`config.mk`:
```
export PLATFORM = sky130hd
export DESIGN_NAME = vmicro16_wb_regs
export DESIGN_NICKNAME = d
export VERILOG_FILES = /design/src/rtl/vmicro16_pkg.sv /design/src/rtl/vmicro16_wb_slave_fsm.sv /design/src/rtl/vmicro16_wb_regs.sv
export SDC_FILE = /design/constraint.sdc
export NUM_CORES = 1
export LEC_CHECK = 0
export ABC_AREA = 1
export BUFFER_PORTS_ARGS = -buffer_cell sky130_fd_sc_hd__buf_2
export CAP_MARGIN = 20
export CORE_ASPECT_RATIO = 0.6
export CORE_MARGIN = 2
export CORE_UTILIZATION = 35
export CTS_CLUSTER_SIZE = 25
export DETAILED_ROUTE_END_ITERATION = 6
export GPL_TIMING_DRIVEN = 0
export MAX_ROUTING_LAYER = met4
export PLACE_DENSITY = 0.49
export REMOVE_ABC_BUFFERS = 1
export SETUP_SLACK_MARGIN = 0.05
export SLEW_MARGIN = 20
export SYNTH_ARGS = -nofsm -noshare
export SYNTH_HDL_FRONTEND = slang
export SYNTH_HIERARCHICAL = 1
export SYNTH_SLANG_ARGS = --single-unit
```
`constraint.sdc`:
```
create_clock -name clk -period 5.08 [get_ports clk]
set_input_delay 0.508 -clock clk [delete_from_list [all_inputs] [get_ports clk]]
set_output_delay 0.508 -clock clk [all_outputs]
set_load 0.02 [all_outputs]
```
`src/rtl/vmicro16_pkg.sv`:
```
// Shared bus definitions for vmicro16 Wishbone peripherals: widths, handshake
// state encoding and a counter-width helper.
package vmicro16_pkg;

    localparam int VM16_DATA_W = 16;
    localparam int VM16_ADDR_W = 16;

    typedef enum logic [1:0] {
        WB_IDLE = 2'd0,
        WB_WAIT = 2'd1,
        WB_ACK  = 2'd2
    } wb_state_t;

    // Wait counter must hold WAIT_STATES itself; never narrower than one bit.
    function automatic int wb_cnt_width(input int wait_states);
        return (wait_states > 0) ? $clog2(wait_states + 1) : 1;
    endfunction

endpackage

```
`src/rtl/vmicro16_wb_slave_fsm.sv`:
```
// Reusable Wishbone classic responder handshake: request capture, optional
// wait states, abort on cyc drop, and a one-cycle registered ack.
module vmicro16_wb_slave_fsm
    import vmicro16_pkg::*;
#(
    parameter int WAIT_STATES = 0
) (
    input  logic clk,
    input  logic reset,
    input  logic i_cyc,
    input  logic i_stb,
    output logic o_capture,
    output logic o_req_fire,
    output logic o_ack
);

    localparam int             CW      = wb_cnt_width(WAIT_STATES);
    localparam logic [CW-1:0]  LOAD    = CW'(WAIT_STATES);
    localparam bit             NO_WAIT = (WAIT_STATES == 0);

    wb_state_t       r_state;
    logic [CW-1:0]   r_cnt;
    logic            r_ack;
    logic            w_wait_done;

    assign o_capture   = (r_state == WB_IDLE) && i_cyc && i_stb;
    // A cyc drop on the final wait cycle still aborts: no ack for a dead cycle.
    assign w_wait_done = (r_state == WB_WAIT) && i_cyc && (r_cnt == CW'(1));
    assign o_req_fire  = (o_capture && NO_WAIT) || w_wait_done;
    assign o_ack       = r_ack;

    // NOTE: all state here updates with non-blocking assignments so every
    // register sees the pre-edge values of its neighbours, as hardware does.
    always_ff @(posedge clk) begin
        if (reset) begin
            r_state <= WB_IDLE;
            r_cnt   <= '0;
            r_ack   <= 1'b0;
        end else begin
            r_ack <= o_req_fire;
            case (r_state)
                WB_IDLE: begin
                    if (o_capture) begin
                        r_cnt   <= LOAD;
                        r_state <= NO_WAIT ? WB_ACK : WB_WAIT;
                    end
                end
                WB_WAIT: begin
                    if (!i_cyc) begin
                        r_state <= WB_IDLE;
                        r_cnt   <= '0;
                    end else if (r_cnt == CW'(1)) begin
                        r_state <= WB_ACK;
                        r_cnt   <= '0;
                    end else begin
                        r_cnt <= r_cnt - 1'b1;
                    end
                end
                WB_ACK:  r_state <= WB_IDLE;
                default: r_state <= WB_IDLE;
            endcase
        end
    end

endmodule

```
`src/rtl/vmicro16_wb_regs.sv`:
```
// Wishbone classic register bank: 2^ADDR_BITS x 16-bit registers behind the
// shared responder handshake, with a registered read port.
module vmicro16_wb_regs
    import vmicro16_pkg::*;
#(
    parameter int ADDR_BITS   = 4,
    parameter int WAIT_STATES = 0
) (
    input  logic                   clk,
    input  logic                   reset,
    input  logic                   wb_cyc_i,
    input  logic                   wb_stb_i,
    input  logic                   wb_we_i,
    input  logic [VM16_ADDR_W-1:0] wb_addr_i,
    input  logic [VM16_DATA_W-1:0] wb_data_i,
    output logic [VM16_DATA_W-1:0] wb_data_o,
    output logic                   wb_ack_o
);

    localparam int NREGS = 1 << ADDR_BITS;

    logic [VM16_DATA_W-1:0] r_regs [NREGS];
    logic [ADDR_BITS-1:0]   r_idx;
    logic                   r_we;
    logic [VM16_DATA_W-1:0] r_wdata;
    logic [VM16_DATA_W-1:0] r_data;

    logic                   w_capture;
    logic                   w_fire;
    logic [ADDR_BITS-1:0]   w_idx;
    logic                   w_we;
    logic [VM16_DATA_W-1:0] w_wdata;
    logic                   w_unused_addr;

    vmicro16_wb_slave_fsm #(
        .WAIT_STATES (WAIT_STATES)
    ) u_fsm (
        .clk        (clk),
        .reset      (reset),
        .i_cyc      (wb_cyc_i),
        .i_stb      (wb_stb_i),
        .o_capture  (w_capture),
        .o_req_fire (w_fire),
        .o_ack      (wb_ack_o)
    );

    // Upper address bits alias onto the bank.
    assign w_unused_addr = ^wb_addr_i[VM16_ADDR_W-1:ADDR_BITS];

    // With no wait states the commit lands on the capture edge itself.
    assign w_idx   = w_capture ? wb_addr_i[ADDR_BITS-1:0] : r_idx;
    assign w_we    = w_capture ? wb_we_i                  : r_we;
    assign w_wdata = w_capture ? wb_data_i                : r_wdata;

    always_ff @(posedge clk) begin
        if (reset) begin
            r_idx   <= '0;
            r_we    <= 1'b0;
            r_wdata <= '0;
        end else if (w_capture) begin
            r_idx   <= wb_addr_i[ADDR_BITS-1:0];
            r_we    <= wb_we_i;
            r_wdata <= wb_data_i;
        end
    end

    // NOTE: the bank is cleared on reset, so it is flops rather than a RAM macro.
    always_ff @(posedge clk) begin
        if (reset) begin
            for (int i = 0; i < NREGS; i++) r_regs[i] <= '0;
        end else if (w_fire && w_we) begin
            r_regs[w_idx] <= w_wdata;
        end
    end

    always_ff @(posedge clk) begin
        if (reset) r_data <= '0;
        else       r_data <= (w_fire && !w_we) ? r_regs[w_idx] : '0;
    end

    assign wb_data_o = r_data;

endmodule
```
Word-level counts from Yosys, hierarchy flattened
Memory sizes are Yosys's and may differ from the RTL's. A register that Yosys moved wholly into a read port is not among the register bits.
Index checks and enable logic that the tools add are counted.
{ "word_totals": {"input_bits": 37, "n_memories": 1, "wordCells": 45, "mem_bits_rw": 256, "out_inout_bits": 17, "reg_bits": 25} }
{ "mem_list": {"columns": ["name", "depth", "width", "rd", "rd_clocked_by_memory_dff", "write_ports", "line_no", "rtl"], "rows": [
  ["r_regs", 16, 16, 1, 1, 16, "vmicro16_wb_regs.sv:22", "logic [VM16_DATA_W-1:0] r_regs [NREGS];"]
]} }
{ "op_classes": {"n_reduce_logical": 14, "eq_ne": 3, "add_sub_neg": 1, "n_bitwise": 1, "n_mux": 19} }
{ "ops": {"columns": ["cell", "count"], "rows": [
  ["2-to-1 mux 16 bit", 2],
  ["OR reduction 16 bit", 1],
  ["2-to-1 mux 1 bit", 10],
  ["2-to-1 mux 4 bit", 2],
  ["logical AND 1 bit", 6],
  ["2-to-1 mux 2 bit", 3],
  ["one-hot mux 2 bit (2 select lines)", 1],
  ["AND reduction 2 bit", 2],
  ["inequality test 3 x 2 -> 1 bit (second input constant)", 1],
  ["equality test 2 x 1 -> 1 bit (second input constant)", 1],
  ["logical NOT 2 bit", 1],
  ["inequality test 2 x 1 -> 1 bit (second input constant)", 1],
  ["one-hot mux 1 bit (2 select lines)", 1],
  ["nonzero test 2 bit", 1],
  ["OR reduction 2 bit", 1],
  ["logical NOT 1 bit", 1],
  ["logical OR 1 bit", 1],
  ["inverter 1 bit", 1],
  ["subtractor 1 bit (second input constant)", 1]
]} }

Logic depth before layout (Yosys ltp)
{ "logic_depth": {"word_depth": 10, "depth_mapped": 16, "ltp_nobuf": 13} }

Cells and area by module
The synthesis kept the hierarchy.
{ "modules_own_cells": {"columns": ["module", "area_per_inst_um2", "n_inst", "seq_area_each_um2", "cells_per_inst"], "rows": [
  ["vmicro16_wb_regs", 13643.1, 1, 8428.1, 1453],
  ["vmicro16_wb_slave_fsm", 65.1, 1, 40.0, 7]
]} }

Least setup slack after synthesis
No wires, ideal clock.
{ "synth_timing": {"kind": "input to register", "startpoint": "input wb_cyc_i", "endpoint": "memory r_regs[10][0] (enable)", "setup_time_ps": 372, "cell_stages": 12, "t_arrival_ps": 2320, "slack_ps": 2388, "required_ps": 4708, "n_path_buf": 3, "cell_sequence": "nand2_1 nor2_1 buf_4 inv_2 or2_1 o21ai_1 inv_2 nor2_1 buf_2 nand2_4 buf_6 nand2_1"} }
{ "synth_rtl": {"columns": ["element", "line_no", "rtl"], "rows": [
  ["from (decl)", "vmicro16_wb_regs.sv:11", "input logic wb_cyc_i,"],
  ["to (decl)", "vmicro16_wb_regs.sv:22", null]
]} }

==> impl_metrics.yaml <==
run_status:
  run_status: "finished clean"
synth:
  synthTopCellsByArea: "edfxtp_1, nand2_1, nor2_1"
  syn_avg_cell_area_sq_um: 9.39
  synth_cell_types: 24
  syn-cell-area_sq_mm: 0.0137
  yosys_warnings: 6
  synth_seq_cells: 295
  synth_cells: 1460
  synth_top_area_frac: 0.561
  ys_seq_area_frac: 0.618
  synth_largest_area_cell: "edfxtp_1"
global_route:
  track_usage: 0.203
  grt_pass1_wl_um: 59900
  grt_pass1_vias: 9168
  grt_start_max_net_pins: 98
  antenna_found_initial: 0
  gr-total-overflow: 0
layout:
  syn_to_final_growth_pct: 16.0
  insertedDiodeCount: 0
  layout_commonest_cell: "nand2_1"
  final_util: 0.410
  layout-drive-gt1-share: 0.176
  multiInputGateArea_sq_mm: 0.00488
  fillers: 3862
  final_area_sq_mm: 0.0159
  ff_latch_area_sq_mm: 0.00847
  nNetsFinal: 1501
  mostFrequentLayoutCells: "nand2_1, edfxtp_1, nor2_1, nand3_1, nor2_2"
worst_setup_path:
  critical_path_class: "flip-flop to flip-flop"
  cp.required_ns: 5.27
  crit_chain: "nor2_4 -> buf_16 -> buf_12 -> nand2_1 -> o21ai_4 -> buf_8 -> buf_16 -> buf_16 -> buf_8 -> inv_4 -> buf_16 -> nor3_4 -> nand2_4 -> nand2_1"
  arrival_ns: 4.87
  cp-end-kind: "flip-flop"
  slowest_delay_ns: 0.75
  critPathSlowestCell: "nand2_1"
  critPathLaunchType: "flip-flop"
  crit_path_max_fanout: 51
  crit_top_cell: "buf_16"
drt:
  first_pass_iters: 5
  avgRoutedWirePerCell_um: 19.7
  vias: 9735
  drt_iter0_drc: 959
  wl_um: 39600
  ant_nets: 0
  avgViaCountPerCell: 4.84
  drcViolationCount: 0
floorplanning:
  start_util: 0.353
  rows: 56
  io_pins: 54
  die_w_um: 259
  core_area_sq_mm: 0.0388
  die-height_um: 157
  design.die.area_sq_mm: 0.0408
min_path:
  min_path_type: "input port to flip-flop"
placement:
  portBuffers: 41
  place_area_sq_mm: 0.0149
  dp_hpwl_um: 24400
  gp_congestion: 0.795
sta:
  worst_slew_margin_rel: 0.381
  finalCriticalPeriod_ns: 4.68
  setup_tns_ns: 0
  hold_violations: 0
  finalSetupViolations: 0
  rsz0062_at_grt: "no"
  slew_violations: 0
  fmax_ghz: 0.214
  fin_crit_sh: 0.922
  fin_skew_ns: 0.0113
  tightest_slew_ns: 0.926
clocking:
  htree_levels: 1
  cts-buffers-inserted: 30
  cts-resized-gates: 0
  clk_pin_slew_ns: 0.06
  clockBufferDepth: 3
  cts_tree: "built"
  clkSinkCount: 295
  cts_setup_buffers: 0
  hold_buffers: 0
  cts-root-buf: "clkbuf_16"
  insertion_delay_ns: 0.57
power:
  peakVddDrop_v: 0.000254
  p_per_area_mw_per_mm2: 358
  p_leak_nw: 6.63
  power_w: 0.00569
flow_run:
  drv_cap: 0
## sequential cells by signal, indices dropped and copies added, names as in the netlist
signal         flops
r_we               1
u_fsm/r_state      1
wb_data_o         16
r_idx              4
r_regs           256
r_wdata           16
u_fsm/o_ack        1
## per-stage QoR
| stage | hold WS, ns | instances | worst slack [ns] |
|---|---|---|---|
| 4_1_cts | 0.202 | 2010 | 0.352 |
| 5_1_grt | 0.245 | 2010 | 0.215 |
| 2_1_floorplan | 0.422 | 1363 | -1.39 |
| 3_5_place_dp | 0.520 | 1954 | 0.0205 |
| 6_report | 0.219 | 2010 | 0.399 |
| 3_3_place_gp | 0.436 | 1926 | -6.16 |
## worst max-delay path, delay by kind of cell, from the launching register on
family                 cells  cell delay (ns)
and+or+nand+nor            5             2.13
buffers and inverters      8             1.54
DFF                        1             0.35
AOI/OAI and AO/OA          1             0.21
## where the power goes
part	switching (W)	internal, W	leakage [nW]
Sequential	0.0000252	0.00271	2.95
Combinational	0.000478	0.000192	3.16
Clock	0.000986	0.00130	0.511
## worst paths after layout
| path | start | to | slack [ns] | depth (start not counted) |
|---|---|---|---|---|
| setup / recovery | u_fsm/r_state[1] | r_regs[7][11] | 0.40 | 14 |
| hold / removal | wb_data_i[5] | r_wdata[5] | 0.22 | 3 |
| setup reg to reg | u_fsm/r_state[1] | r_regs[7][11] | 0.40 | 14 |
| hold reg to reg | u_fsm/r_state[1] | u_fsm/r_state[1] | 0.53 | 1 |
## cells by family (layout without fill, tap and decap cells)
| logic type | after synthesis | in the layout | synth area share |
|---|---|---|---|
| AOI/OAI and AO/OA | 2 | 2 | 0.00100 |
| buffers and inverters | 106 | 134 | 0.0446 |
| DFF | 295 | 295 | 0.618 |
| muxes | 16 | 16 | 0.0117 |
| and+or+nand+nor | 1041 | 1041 | 0.325 |
## Yosys cell counts
cell type,instances
clkbuf_1,36
mux2i_1,16
buf_2,27
nand2_2,4
o21ai_2,1
dfxtp_1,39
edfxtp_1,256
inv_2,4
buf_6,16
nand2_4,17
nor2_2,90
or2_1,1
o21ai_1,1
clkinv_1,1
nor2_1,223
buf_8,1
nor2_4,1
nand2_1,602
buf_1,4
inv_1,4
nor3_4,4
nor3_1,2
nand3_1,97
buf_4,13
## final cells by class
cell class | instances | share of cell area
Clock buffer | 45 | 0.0600
Multi-Input combinational cell | 1059 | 0.307
Clock inverter | 11 | 0.00386
Timing Repair Buffer | 69 | 0.0529
Tap cell | 522 | 0.0411
Sequential cell | 295 | 0.533
Inverter | 9 | 0.00228
## metal layers
| layer | track usage | part of all wire | vias to the layer above |
|---|---|---|---|
| li1 | - | - | 4721 |
| met1 | 0.311 | 0.49 | 4651 |
| met2 | 0.287 | 0.41 | 325 |
| met3 | 0.0337 | 0.079 | 38 |
| met4 | 0.0287 | 0.013 | 0 |
| met5 | - | 0 | - |
No activity file was read; power rests on OpenSTA's default activity.
